<file path="config.mk">
export PLATFORM = sky130hd
export DESIGN_NAME = crop_window_ctrl
export DESIGN_NICKNAME = d
export VERILOG_FILES = /design/src/rtl/crop_window_ctrl.sv
export SDC_FILE = /design/constraint.sdc
export NUM_CORES = 1
export LEC_CHECK = 0
export ABC_AREA = 1
export CAP_MARGIN = 20
export CELL_PAD_IN_SITES_DETAIL_PLACEMENT = 1
export CELL_PAD_IN_SITES_GLOBAL_PLACEMENT = 2
export CORE_UTILIZATION = 38
export DETAILED_ROUTE_END_ITERATION = 12
export PLACE_DENSITY = 0.9
export SYNTH_ARGS = -nofsm -noshare
export SYNTH_HDL_FRONTEND = slang
export SYNTH_SLANG_ARGS = --single-unit
</file>
<file path="constraint.sdc">
create_clock -name clk_i -period 6.89 [get_ports clk_i]
set_input_delay 0.689 -clock clk_i [delete_from_list [all_inputs] [get_ports clk_i]]
set_output_delay 0.689 -clock clk_i [all_outputs]
set_load 0.01 [all_outputs]
</file>
<file path="src/rtl/crop_window_ctrl.sv">
// Frame-level controller for the boundary-crop stage: measures frame geometry from the
// vs/de stream, locks after two matching frames and drives registered crop window bounds.
module crop_window_ctrl #(
  parameter int CNT_BITS      = 12,
  parameter int DEF_SKIP_ROWS = 3,
  parameter int DEF_SKIP_COLS = 2
) (
  input  logic                clk_i,
  input  logic                rst_ni,
  input  logic                vs_i,
  input  logic                hs_i,
  input  logic                de_i,
  input  logic                cfg_we_i,
  input  logic [1:0]          cfg_addr_i,
  input  logic [CNT_BITS-1:0] cfg_wdata_i,
  output logic [CNT_BITS-1:0] col_lo_o,
  output logic [CNT_BITS-1:0] col_hi_o,
  output logic [CNT_BITS-1:0] row_lo_o,
  output logic [CNT_BITS-1:0] row_hi_o,
  output logic                crop_en_o,
  output logic                locked_o,
  output logic                cfg_err_o,
  output logic [CNT_BITS-1:0] meas_w_o,
  output logic [CNT_BITS-1:0] meas_h_o,
  output logic [7:0]          lost_cnt_o,
  output logic [1:0]          state_o
);

  typedef enum logic [1:0] {S_IDLE, S_ACQ, S_VERIFY, S_LOCK} state_t;

  localparam logic [CNT_BITS-1:0] CNT_MAX = {CNT_BITS{1'b1}};
  localparam logic [CNT_BITS-1:0] DEF_C   = CNT_BITS'(DEF_SKIP_COLS);
  localparam logic [CNT_BITS-1:0] DEF_R   = CNT_BITS'(DEF_SKIP_ROWS);

  state_t              state;
  logic                vs_q, de_q, vs_rise, de_fall;
  logic [CNT_BITS-1:0] wcnt, hcnt, line_w, ref_w, ref_h;
  logic                first_line, line_err;
  logic                pending, commit;
  // Margin index: 0=left, 1=right, 2=top, 3=bottom.
  logic [CNT_BITS-1:0] sh_mar  [4];
  logic [CNT_BITS-1:0] act_mar [4];
  logic [CNT_BITS-1:0] mar_n   [4];
  logic                frame_good, frame_match, lock_n, err_n, en_n;
  logic [CNT_BITS-1:0] meas_w_n, meas_h_n;
  logic [CNT_BITS:0]   sum_lr, sum_tb, col_hi_x, row_hi_x;
  logic                unused_ok;

  assign vs_rise   = vs_i & ~vs_q;
  assign de_fall   = ~de_i & de_q;
  assign commit    = vs_rise & pending;
  assign state_o   = state;
  assign unused_ok = ^{hs_i, col_hi_x[CNT_BITS], row_hi_x[CNT_BITS]};

  // Geometry measurement: per-line width and per-frame line count.
  always_ff @(posedge clk_i or negedge rst_ni) begin
    if (!rst_ni) begin
      vs_q       <= 1'b0;
      de_q       <= 1'b0;
      wcnt       <= '0;
      hcnt       <= '0;
      line_w     <= '0;
      first_line <= 1'b1;
      line_err   <= 1'b0;
    end else begin
      vs_q <= vs_i;
      de_q <= de_i;
      if (!de_i)
        wcnt <= '0;
      else if (wcnt != CNT_MAX)
        wcnt <= wcnt + 1'b1;
      if (vs_rise) begin
        hcnt       <= '0;
        first_line <= 1'b1;
        line_err   <= 1'b0;
      end else if (de_fall) begin
        if (hcnt != CNT_MAX)
          hcnt <= hcnt + 1'b1;
        first_line <= 1'b0;
        if (first_line)
          line_w <= wcnt;
        else if (wcnt != line_w)
          line_err <= 1'b1;
      end
    end
  end

  // Shadow margins; a write landing on the vs_rise edge stays pending for the next frame.
  always_ff @(posedge clk_i or negedge rst_ni) begin
    if (!rst_ni) begin
      sh_mar[0]  <= DEF_C;
      sh_mar[1]  <= DEF_C;
      sh_mar[2]  <= DEF_R;
      sh_mar[3]  <= DEF_R;
      act_mar[0] <= DEF_C;
      act_mar[1] <= DEF_C;
      act_mar[2] <= DEF_R;
      act_mar[3] <= DEF_R;
      pending    <= 1'b0;
    end else begin
      if (commit) begin
        for (int i = 0; i < 4; i++)
          act_mar[i] <= sh_mar[i];
      end
      if (cfg_we_i)
        sh_mar[cfg_addr_i] <= cfg_wdata_i;
      if (cfg_we_i)
        pending <= 1'b1;
      else if (vs_rise)
        pending <= 1'b0;
    end
  end

  // Next-frame view: lock, geometry and margins as they will be after this vs_rise.
  always_comb begin
    for (int i = 0; i < 4; i++)
      mar_n[i] = commit ? sh_mar[i] : act_mar[i];
    frame_good  = (hcnt != '0) && !line_err;
    frame_match = frame_good && (line_w == ref_w) && (hcnt == ref_h);
    lock_n      = locked_o;
    meas_w_n    = meas_w_o;
    meas_h_n    = meas_h_o;
    if (state == S_VERIFY && frame_match) begin
      lock_n   = 1'b1;
      meas_w_n = ref_w;
      meas_h_n = ref_h;
    end else if (state == S_LOCK && !frame_match) begin
      lock_n = 1'b0;
    end
    sum_lr   = {1'b0, mar_n[0]} + {1'b0, mar_n[1]};
    sum_tb   = {1'b0, mar_n[2]} + {1'b0, mar_n[3]};
    err_n    = lock_n && ((sum_lr >= {1'b0, meas_w_n}) || (sum_tb >= {1'b0, meas_h_n}));
    en_n     = lock_n && !err_n;
    col_hi_x = {1'b0, meas_w_n} - {1'b0, mar_n[1]};
    row_hi_x = {1'b0, meas_h_n} - {1'b0, mar_n[3]};
  end

  // Lock FSM and all crop outputs advance only on vs_rise; bounds freeze while disabled.
  always_ff @(posedge clk_i or negedge rst_ni) begin
    if (!rst_ni) begin
      state      <= S_IDLE;
      ref_w      <= '0;
      ref_h      <= '0;
      locked_o   <= 1'b0;
      meas_w_o   <= '0;
      meas_h_o   <= '0;
      lost_cnt_o <= '0;
      cfg_err_o  <= 1'b0;
      crop_en_o  <= 1'b0;
      col_lo_o   <= '0;
      col_hi_o   <= '0;
      row_lo_o   <= '0;
      row_hi_o   <= '0;
    end else if (vs_rise) begin
      case (state)
        S_IDLE: state <= S_ACQ;
        S_ACQ: begin
          if (frame_good) begin
            ref_w <= line_w;
            ref_h <= hcnt;
            state <= S_VERIFY;
          end
        end
        S_VERIFY: begin
          if (frame_match) begin
            state <= S_LOCK;
          end else if (frame_good) begin
            ref_w <= line_w;
            ref_h <= hcnt;
          end else begin
            state <= S_ACQ;
          end
        end
        S_LOCK: begin
          if (!frame_match) begin
            state <= S_ACQ;
            if (lost_cnt_o != 8'hFF)
              lost_cnt_o <= lost_cnt_o + 8'd1;
          end
        end
        default: state <= S_IDLE;
      endcase
      locked_o  <= lock_n;
      meas_w_o  <= meas_w_n;
      meas_h_o  <= meas_h_n;
      cfg_err_o <= err_n;
      crop_en_o <= en_n;
      if (en_n) begin
        col_lo_o <= mar_n[0];
        col_hi_o <= col_hi_x[CNT_BITS-1:0];
        row_lo_o <= mar_n[2];
        row_hi_o <= row_hi_x[CNT_BITS-1:0];
      end
    end
  end

endmodule
</file>
==> results.yml, run 1 <==
route:
  vias: 11265
  wl_per_cell_um: 16.7
  drt_iter0_drc: 435
  antenna_left: 0
  wl_mm: 37.9
  viasPerCell: 4.96
  first_pass_iters: 4
  drc: 0
setup_path:
  setup.worst_path.start_class: "input pin"
  timing.rr.end: "col_hi_o[3]"
  critical_path_arrival_ns: 6.21
  crit_required_ns: 7.29
  worstReg2RegStart: "pending"
  critPathMaxFanout: 30
  crit_path_end_kind: "flop"
  r2r_cells: 23
  r2r_slack_ns: 1.35
  worstSetupPathType: "input pin to flop"
floorplanning:
  start_util_pct: 38.9
  dieWidth_um: 191
  coreArea_mm2: 0.0348
  num_rows: 68
  io_pins: 105
  fp.dieH_um: 191
  die_area_mm2: 0.0364
synthesis:
  ys_ff_latch: 246
  synthCells: 1694
  ys_seq_area_share_pct: 45.6
  synthesis.nets: 1795
  async_flop_share_pct: 100
  synth_edf_count: 0
  syn_area_per_cell_um2: 7.99
  syn_area_mm2: 0.0135
  ys_types: 47
  ys.flop_type: "dfrtp_1"
  yosysWarnings: 0
cts:
  clock_latency_ns: 0.55
  cts_setup_buffers: 0
  cts_sinks: 246
  cts_made_buffers: 28
  cts_buffer_depth: 3
  cts_root_buf: "clkbuf_16"
  path_clk_slew_ns: 0.06
  htreeDepth: 1
  tritoncts: "done"
  hold_buffers: 0
  cts_resized: 0
sta:
  fmax_ghz: 0.172
  finalHoldViolations: 0
  slew_headroom_pct: 38.7
  rsz0062_at_grt: "no"
  setup_violations: 0
  worstMarginPinSlew_ns: 0.916
  fin_crit_sh_pct: 84.3
  drv_slew: 0
  period_minus_slack_ns: 5.81
  clock_skew_ns: 0.0216
  tns_ns: 0
layout:
  multi_input_area_mm2: 0.00626
  finish.utilization_pct: 45.9
  register_area_mm2: 0.00617
  fillers: 4219
  diodes: 0
  nets: 1895
  stdcell_count: 2271
  syn_to_final_growth_pct: 18.1
  drive_gt1_share_pct: 7.65
power:
  leakagePower_uw: 0.00821
  ir_drop_v: 0.000226
  p_sw_share_pct: 37.3
  p_clk_share_pct: 26.2
  p_seq_share_pct: 34.0
  power_switching_uw: 2180
  p_int_uw: 3660
  comb_power_share_pct: 39.9
  power_density_mw_per_mm2: 365
place:
  placedCellCount: 2218
  dp_hpwl_mm: 28.5
  place.gp.congestion: 0.836
  io_buffers: 103
global_route:
  grt_max_degree: 154
  grt-ovfl-total: 0
  track_usage_pct: 21.4
  grt_pass1_wl_mm: 61.9
  antenna_found_initial: 0
  grt_pass1_vias: 11730
outcome:
  outcome: "complete, no violations"
worst_hold_path:
  min_path_type: "input pin to async pin"
job:
  drv_cap: 0
[cell families (layout without fill, tap and decap cells)]
group                      after synthesis  after routing  synth area share [%]
muxes                                    1              1                0.0832
DFF                                    246            246                  45.6
and+or+nand+nor                        734            734                  22.8
xor gates and xnor gates                66             66                  4.32
buffers and inverters                  281            403                  8.22
AOI/OAI and AO/OA                      285            285                  11.3
adders and majority gates               81             81                  7.71
[synth_stat cells (7+ instances only)]
| cell type | instances | area [µm²] |
|---|---|---|
| nand3_1 | 63 | 315 |
| xnor2_1 | 28 | 245 |
| dfrtp_1 | 233 | 5830 |
| nor3_1 | 15 | 75.1 |
| o21ai_0 | 191 | 956 |
| ha_1 | 77 | 963 |
| nand2_1 | 517 | 1940 |
| or2_2 | 30 | 188 |
| inv_2 | 8 | 30.0 |
| clkbuf_1 | 31 | 116 |
| a21o_1 | 7 | 52.6 |
| xor2_1 | 37 | 324 |
| dfstp_2 | 13 | 342 |
| nor2_1 | 67 | 251 |
| a21oi_1 | 58 | 290 |
| nand4_1 | 15 | 93.8 |
| inv_1 | 224 | 841 |
| buf_2 | 8 | 40.0 |
[registers in the layout, summed over array words and instances (netlist names), 2 cells and up]
| name | flops |
|---|---|
| ref_w | 12 |
| ref_h | 12 |
| hcnt | 12 |
| line_w | 12 |
| row_hi_o | 12 |
| meas_w_o | 12 |
| col_lo_o | 12 |
| col_hi_o | 12 |
| row_lo_o | 12 |
| state_o | 2 |
| wcnt | 12 |
| lost_cnt_o | 8 |
| meas_h_o | 12 |
| act_mar | 48 |
| sh_mar | 48 |
[placed cells by master, fill, tap and decap left out, drive strengths merged, types with 3 or more instances in the layout]
master,instances
nor2,73
or2,30
nand2,522
inv,233
ha,77
a21o,7
nand3,68
a211oi,3
dfrtp,233
nand3b,4
dfstp,13
clkdlybuf4s50,102
clkinv,10
clkbuf,39
fa,4
clkinvlp,3
nor3,16
xor2,37
buf,14
o211ai,4
o2111ai,4
a21oi,59
nor4,4
o21ai,197
xnor2,29
nand4,15
[through the flow]
step	hold WS [ns]	total power (µW)	worst slack, ns	instance area (µm²)
6_report	0.132	5840	1.08	16000
5_1_grt	0.190	6270	0.496	16000
4_1_cts	0.185	5920	1.04	16000
3_5_place_dp	0.463	4350	0.522	15000
3_3_place_gp	0.456	4260	0.596	15000
2_1_floorplan	0.393	3430	2.37	13500
[power groups by stage]
stage	logic (µW)	clock network [µW]	registers, µW
floorplan	1400	0	2030
global placement	2270	0	1990
detailed placement	2340	0	2010
CTS	2370	1560	1990
global route	2630	1610	2030
finish	2330	1530	1990
[final cells by class]
class                   count  share of cell area, %
well taps                 455                   3.56
clock buffers              39                   5.15
inverters                 235                   5.52
flip-flops and latches    246                   38.6
repair buffers            116                   7.22
clock inverters            13                  0.790
multi-input cells        1167                   39.2
[worst max-delay path: stages]
cell	delay, ns
clkdlybuf4s50_1	0.53
nand3_2	0.14
clkinv_1	0.56
o21ai_0	0.95
inv_1	0.11
ha_1	0.23
a21oi_1	0.20
nand2_1	0.12
a21oi_1	0.24
o21ai_0	0.22
a21oi_1	0.20
nor2_1	0.06
nor2_1	0.11
xnor2_1	0.08
ha_1	0.18
nor2_1	0.09
nand2_1	0.06
a211oi_1	0.37
nand3_4	0.14
nor2_4	0.18
nand2_2	0.21
buf_4	0.31
nand2_1	0.09
o21ai_0	0.09
[per-layer routing]
layer | vias to the layer above | wire (µm) | GRT usage [%]
met3 | 42 | 974 | 2.28
met4 | 0 | 841 | 5.14
met2 | 143 | 18100 | 36.3
li1 | 5595 | - | -
met5 | - | 0 | 0
met1 | 5485 | 18000 | 29.2
[worst max path at each step]
stage                     startpoint           to  slack, ns  depth (start not counted)
after floorplan                 vs_i  row_lo_o[1]       2.37                         26
after CTS                       vs_i  col_lo_o[5]       1.04                         23
final                           vs_i  col_hi_o[3]       1.08                         24
after detailed placement        vs_i  col_hi_o[3]       0.52                         24
after global routing            vs_i  col_lo_o[9]       0.50                         25
after global placement          vs_i  col_lo_o[4]       0.60                         23
Power figures use the tool's default switching activity.
==> run 2, diff against run 1 <==
--- a/config.mk
+++ b/config.mk
@@ -9,9 +9,9 @@
 export CAP_MARGIN = 20
 export CELL_PAD_IN_SITES_DETAIL_PLACEMENT = 1
 export CELL_PAD_IN_SITES_GLOBAL_PLACEMENT = 2
-export CORE_UTILIZATION = 38
+export CORE_UTILIZATION = 35
 export DETAILED_ROUTE_END_ITERATION = 12
-export PLACE_DENSITY = 0.9
+export PLACE_DENSITY = 0.85
 export SYNTH_ARGS = -nofsm -noshare
 export SYNTH_HDL_FRONTEND = slang
 export SYNTH_SLANG_ARGS = --single-unit
==> constraint.sdc (replaced) <==
create_clock -name clk_i -period 5.96 [get_ports clk_i]
set_input_delay 0.596 -clock clk_i [delete_from_list [all_inputs] [get_ports clk_i]]
set_output_delay 0.596 -clock clk_i [all_outputs]
set_load 0.01 [all_outputs]
==> results.yml, run 2 (same netlist as run 1, synthesis figures left out) <==
outcome:
  outcome: "complete, no violations"
sta:
  fin_crit_sh_pct: 88.2
  finalHoldViolations: 0
  period_minus_slack_ns: 5.25
  rsz0062_at_grt: "no"
  clock_skew_ns: 0.0162
  slew_headroom_pct: 33.6
  whs_ns: 0.0638
  setup_violations: 0
  drv_slew: 0
  worstMarginPinSlew_ns: 0.995
  tns_ns: 0
  fmax_ghz: 0.190
layout:
  nets: 1902
  fillers: 4608
  diodes: 0
  stdcell_count: 2335
  multi_input_area_mm2: 0.00626
  reg.largest.list: "act_mar (48), sh_mar (48)"
  drive_gt1_share_pct: 7.68
  layout_common_cells: "nand2_1 (517), dfrtp_1 (233), inv_1 (224), o21ai_0 (191), clkdlybuf4s50_1 (102)"
  final_common_cell: "nand2_1"
  register_area_mm2: 0.00617
  syn_to_final_growth_pct: 19.4
cts:
  cts_buffer_depth: 3
  tritoncts: "done"
  cts_resized: 0
  path_clk_slew_ns: 0.06
  hold_buffers: 0
  cts_root_buf: "clkbuf_16"
  cts_setup_buffers: 0
  cts_made_buffers: 30
  cts_sinks: 246
  htreeDepth: 1
  clock_latency_ns: 0.56
global_route:
  grt_max_degree: 133
  grt_pass1_wl_mm: 63.1
  grt-ovfl-total: 0
  track_usage_pct: 20.2
  grt_pass1_vias: 11790
  antenna_found_initial: 0
setup_path:
  crit_path_end_kind: "flop"
  worstSetupPathType: "input pin to flop"
  critical-path-max-stage-delay_ns: 0.61
  cpMaxStageDelayCell: "clkdlybuf4s50_1"
  critPathMaxFanout: 50
  crit_required_ns: 6.38
  setup.worst_path.start_class: "input pin"
  critical_path_arrival_ns: 5.67
route:
  antenna_left: 0
  viasPerCell: 4.88
  wl_per_cell_um: 16.6
  wl_mm: 38.7
  first_pass_iters: 5
  drc: 0
  drt_iter0_drc: 457
  vias: 11402
worst_hold_path:
  min_path_type: "input pin to async pin"
power:
  power_density_mw_per_mm2: 420
  total_power_uw: 6790
  ir_drop_v: 0.000216
  leakagePower_uw: 0.00826
floorplanning:
  start_util_pct: 35.8
  coreArea_mm2: 0.0378
  dieWidth_um: 199
  fp.dieH_um: 199
  io_pins: 105
  num_rows: 71
  die_area_mm2: 0.0395
place:
  io_buffers: 103
  dp_hpwl_mm: 29.0
  placedCellCount: 2279
  place.gp.congestion: 0.820
job:
  drv_cap: 0
## run 2: cell count changes in the layout (fill, tap and decap cells not counted), sizes merged
cell | previous run | this run
clkbuf | 39 | 48
clkinvlp | 3 | 1
bufinv | 2 | 1
buf | 14 | 19
clkinv | 10 | 7
## run 2: layout make-up
class                           instances  area share, %
Multi-Input combinational cell       1167           38.7
Sequential cell                       246           38.2
Timing Repair Buffer                  121           7.68
Clock buffer                           48           5.57
Inverter                              235           5.46
Tap cell                              511           3.96
Clock inverter                          7          0.410
## run 2: per-layer routing
metal  track usage [%]  vias to the layer above  wire length (µm)
met2              34.3                      130             18600
li1                  -                     5607                 -
met3              2.27                       49               975
met4              5.07                        0               954
met1              27.4                     5616             18200
met5                 0                        -                 0
## run 2: path summary, 6_finish.rpt
check / end / slack [ns] / depth (start not counted) / start
hold / removal: wcnt[1] / 0.06 / 1 / rst_ni
setup / recovery: row_hi_o[0] / 0.71 / 25 / vs_i
max in group asynchronous: act_mar[23] / 4.53 / 2 / rst_ni
hold reg to reg: act_mar[44] / 0.48 / 2 / act_mar[44]
setup reg to reg: row_hi_o[0] / 0.76 / 26 / hcnt[0]
min in group clk_i: act_mar[44] / 0.48 / 2 / act_mar[44]
## run 2: report_power, final
group          switching (µW)  internal, µW  total [µW]
Combinational            1560          1150        2710
Clock                     721          1070        1790
Sequential                249          2050        2300
Total                    2530          4260        6790
## run 2: stage by stage
| step | util [%] | setup slack (ns) | area (µm²) |
|---|---|---|---|
| after global routing | 42.7 | 0.0851 | 16200 |
| final | 42.7 | 0.706 | 16200 |
| after detailed placement | 40.1 | 0.0953 | 15200 |
| after global placement | 40.1 | 0.243 | 15200 |
| after floorplan | - | 1.53 | 13500 |
| after CTS | 42.7 | 0.667 | 16100 |
## run 2: worst max-delay path, delay by kind of cell
| kind | cells | cell delay (ns) |
|---|---|---|
| XOR/XNOR | 1 | 0.08 |
| buffers and inverters | 4 | 1.24 |
| AND/OR/NAND/NOR | 11 | 1.66 |
| AO/OA/AOI/OAI | 7 | 1.52 |
| adder cells (fa/ha/maj) | 2 | 0.56 |
==> run 3, diff against run 2 <==
--- a/config.mk
+++ b/config.mk
@@ -12,6 +12,7 @@
 export CORE_UTILIZATION = 35
 export DETAILED_ROUTE_END_ITERATION = 12
 export PLACE_DENSITY = 0.85
+export SETUP_SLACK_MARGIN = 0.1
 export SYNTH_ARGS = -nofsm -noshare
 export SYNTH_HDL_FRONTEND = slang
 export SYNTH_SLANG_ARGS = --single-unit
==> results.yml, run 3 (same netlist as run 1, synthesis figures left out) <==
setup_path:
  cpMaxStageDelayCell: "clkdlybuf4s50_1"
  crit_required_ns: 6.38
  r2r_cells: 26
  setup.worst_path.start_class: "input pin"
  critical-path-max-stage-delay_ns: 0.61
  worstSetupPathType: "input pin to flop"
  critical_path_arrival_ns: 5.67
  cp_num_buf_inv: 4
  crit_path_end_kind: "flop"
  critPathMaxFanout: 50
  crit_family: "simple AND/OR/NAND/NOR gates"
  cp_num_cells: 25
global_route:
  grt_pass1_wl_mm: 63.1
  grt-ovfl-total: 0
  grt_max_degree: 133
  antenna_found_initial: 0
  grt_pass1_vias: 11790
  track_usage_pct: 20.2
layout:
  final_common_cell: "nand2_1"
  nets: 1902
  stdcell_count: 2335
  drive_gt1_share_pct: 7.68
  syn_to_final_growth_pct: 19.4
  layout_common_cells: "nand2_1 (517), dfrtp_1 (233), inv_1 (224), o21ai_0 (190), clkdlybuf4s50_1 (102)"
  diodes: 0
  reg.largest.list: "act_mar (48), sh_mar (48)"
sta:
  drv_slew: 0
  tns_ns: 0
  worstMarginPinSlew_ns: 0.995
  fin_crit_sh_pct: 88.2
  finalHoldViolations: 0
  fmax_ghz: 0.190
  period_minus_slack_ns: 5.25
  rsz0062_at_grt: "no"
  whs_ns: 0.0638
  clock_skew_ns: 0.0162
  setup_violations: 0
  slew_headroom_pct: 33.6
power:
  leakagePower_uw: 0.00826
  power_density_mw_per_mm2: 420
  total_power_uw: 6800
  ir_drop_v: 0.000216
place:
  placedCellCount: 2279
  place.gp.congestion: 0.820
  dp_hpwl_mm: 29.0
  io_buffers: 103
route:
  viasPerCell: 4.88
  drc: 0
  wl_mm: 38.7
  drt_iter0_drc: 457
  vias: 11402
  antenna_left: 0
  wl_per_cell_um: 16.6
  first_pass_iters: 5
floorplanning:
  io_pins: 105
  fp.dieH_um: 199
  die_area_mm2: 0.0395
  dieWidth_um: 199
  start_util_pct: 35.8
  num_rows: 71
  coreArea_mm2: 0.0378
cts:
  hold_buffers: 0
  htreeDepth: 1
  cts_buffer_depth: 3
  tritoncts: "done"
  cts_root_buf: "clkbuf_16"
  clock_latency_ns: 0.56
  cts_made_buffers: 30
  cts_sinks: 246
  path_clk_slew_ns: 0.06
job:
  drv_cap: 0
worst_hold_path:
  min_path_type: "input pin to async pin"
outcome:
  outcome: "complete, no violations"
[run 3: cell count changes in the layout (fill, tap and decap cells not counted)]
cell     previous run  this run
o21ai_0           191       190
o21ai_1             1         2
[run 3: path summary, 6_finish.rpt]
kind | start | endpoint | slack (ns)
min in group clk_i | act_mar[44] | act_mar[44] | 0.48
max | vs_i | row_hi_o[0] | 0.71
min reg2reg | act_mar[44] | act_mar[44] | 0.48
max reg2reg | hcnt[0] | row_hi_o[0] | 0.76
max in group asynchronous | rst_ni | act_mar[23] | 4.53
min | rst_ni | wcnt[1] | 0.06
[run 3: routing by layer]
metal | track usage [%] | wire length, µm | up-vias
met4 | 5.07 | 954 | 0
met1 | 27.4 | 18200 | 5616
met5 | 0 | 0 | -
li1 | - | - | 5607
met3 | 2.27 | 975 | 49
met2 | 34.3 | 18600 | 130
[run 3: through the flow]
step | setup WS [ns] | util [%] | area, µm²
2_1_floorplan | 1.53 | - | 13500
3_3_place_gp | 0.243 | 40.1 | 15200
3_5_place_dp | 0.0953 | 40.1 | 15200
4_1_cts | 0.667 | 42.7 | 16100
5_1_grt | 0.162 | 42.7 | 16200
6_report | 0.706 | 42.7 | 16200
[run 3: report_power, final]
group | switching [µW] | internal (µW) | total [µW] | leakage (µW)
Sequential | 249 | 2050 | 2300 | 0.00316
Combinational | 1560 | 1150 | 2710 | 0.00463
Clock | 721 | 1070 | 1790 | 0.000473
[run 3: layout make-up]
class	count	area, µm²
clock inverter	7	66.3
tap	511	639
sequential	246	6170
clock buffer	48	900
fill	4608	21700
multi-input combinational	1167	6260
timing repair buffer	121	1240
inverter	235	882
[run 3: repair_timing]
item / in CTS / in global routing
setup endpoints to repair: 0 / 3
resized for setup: 0 / 1
buffers inserted: 0 / 0
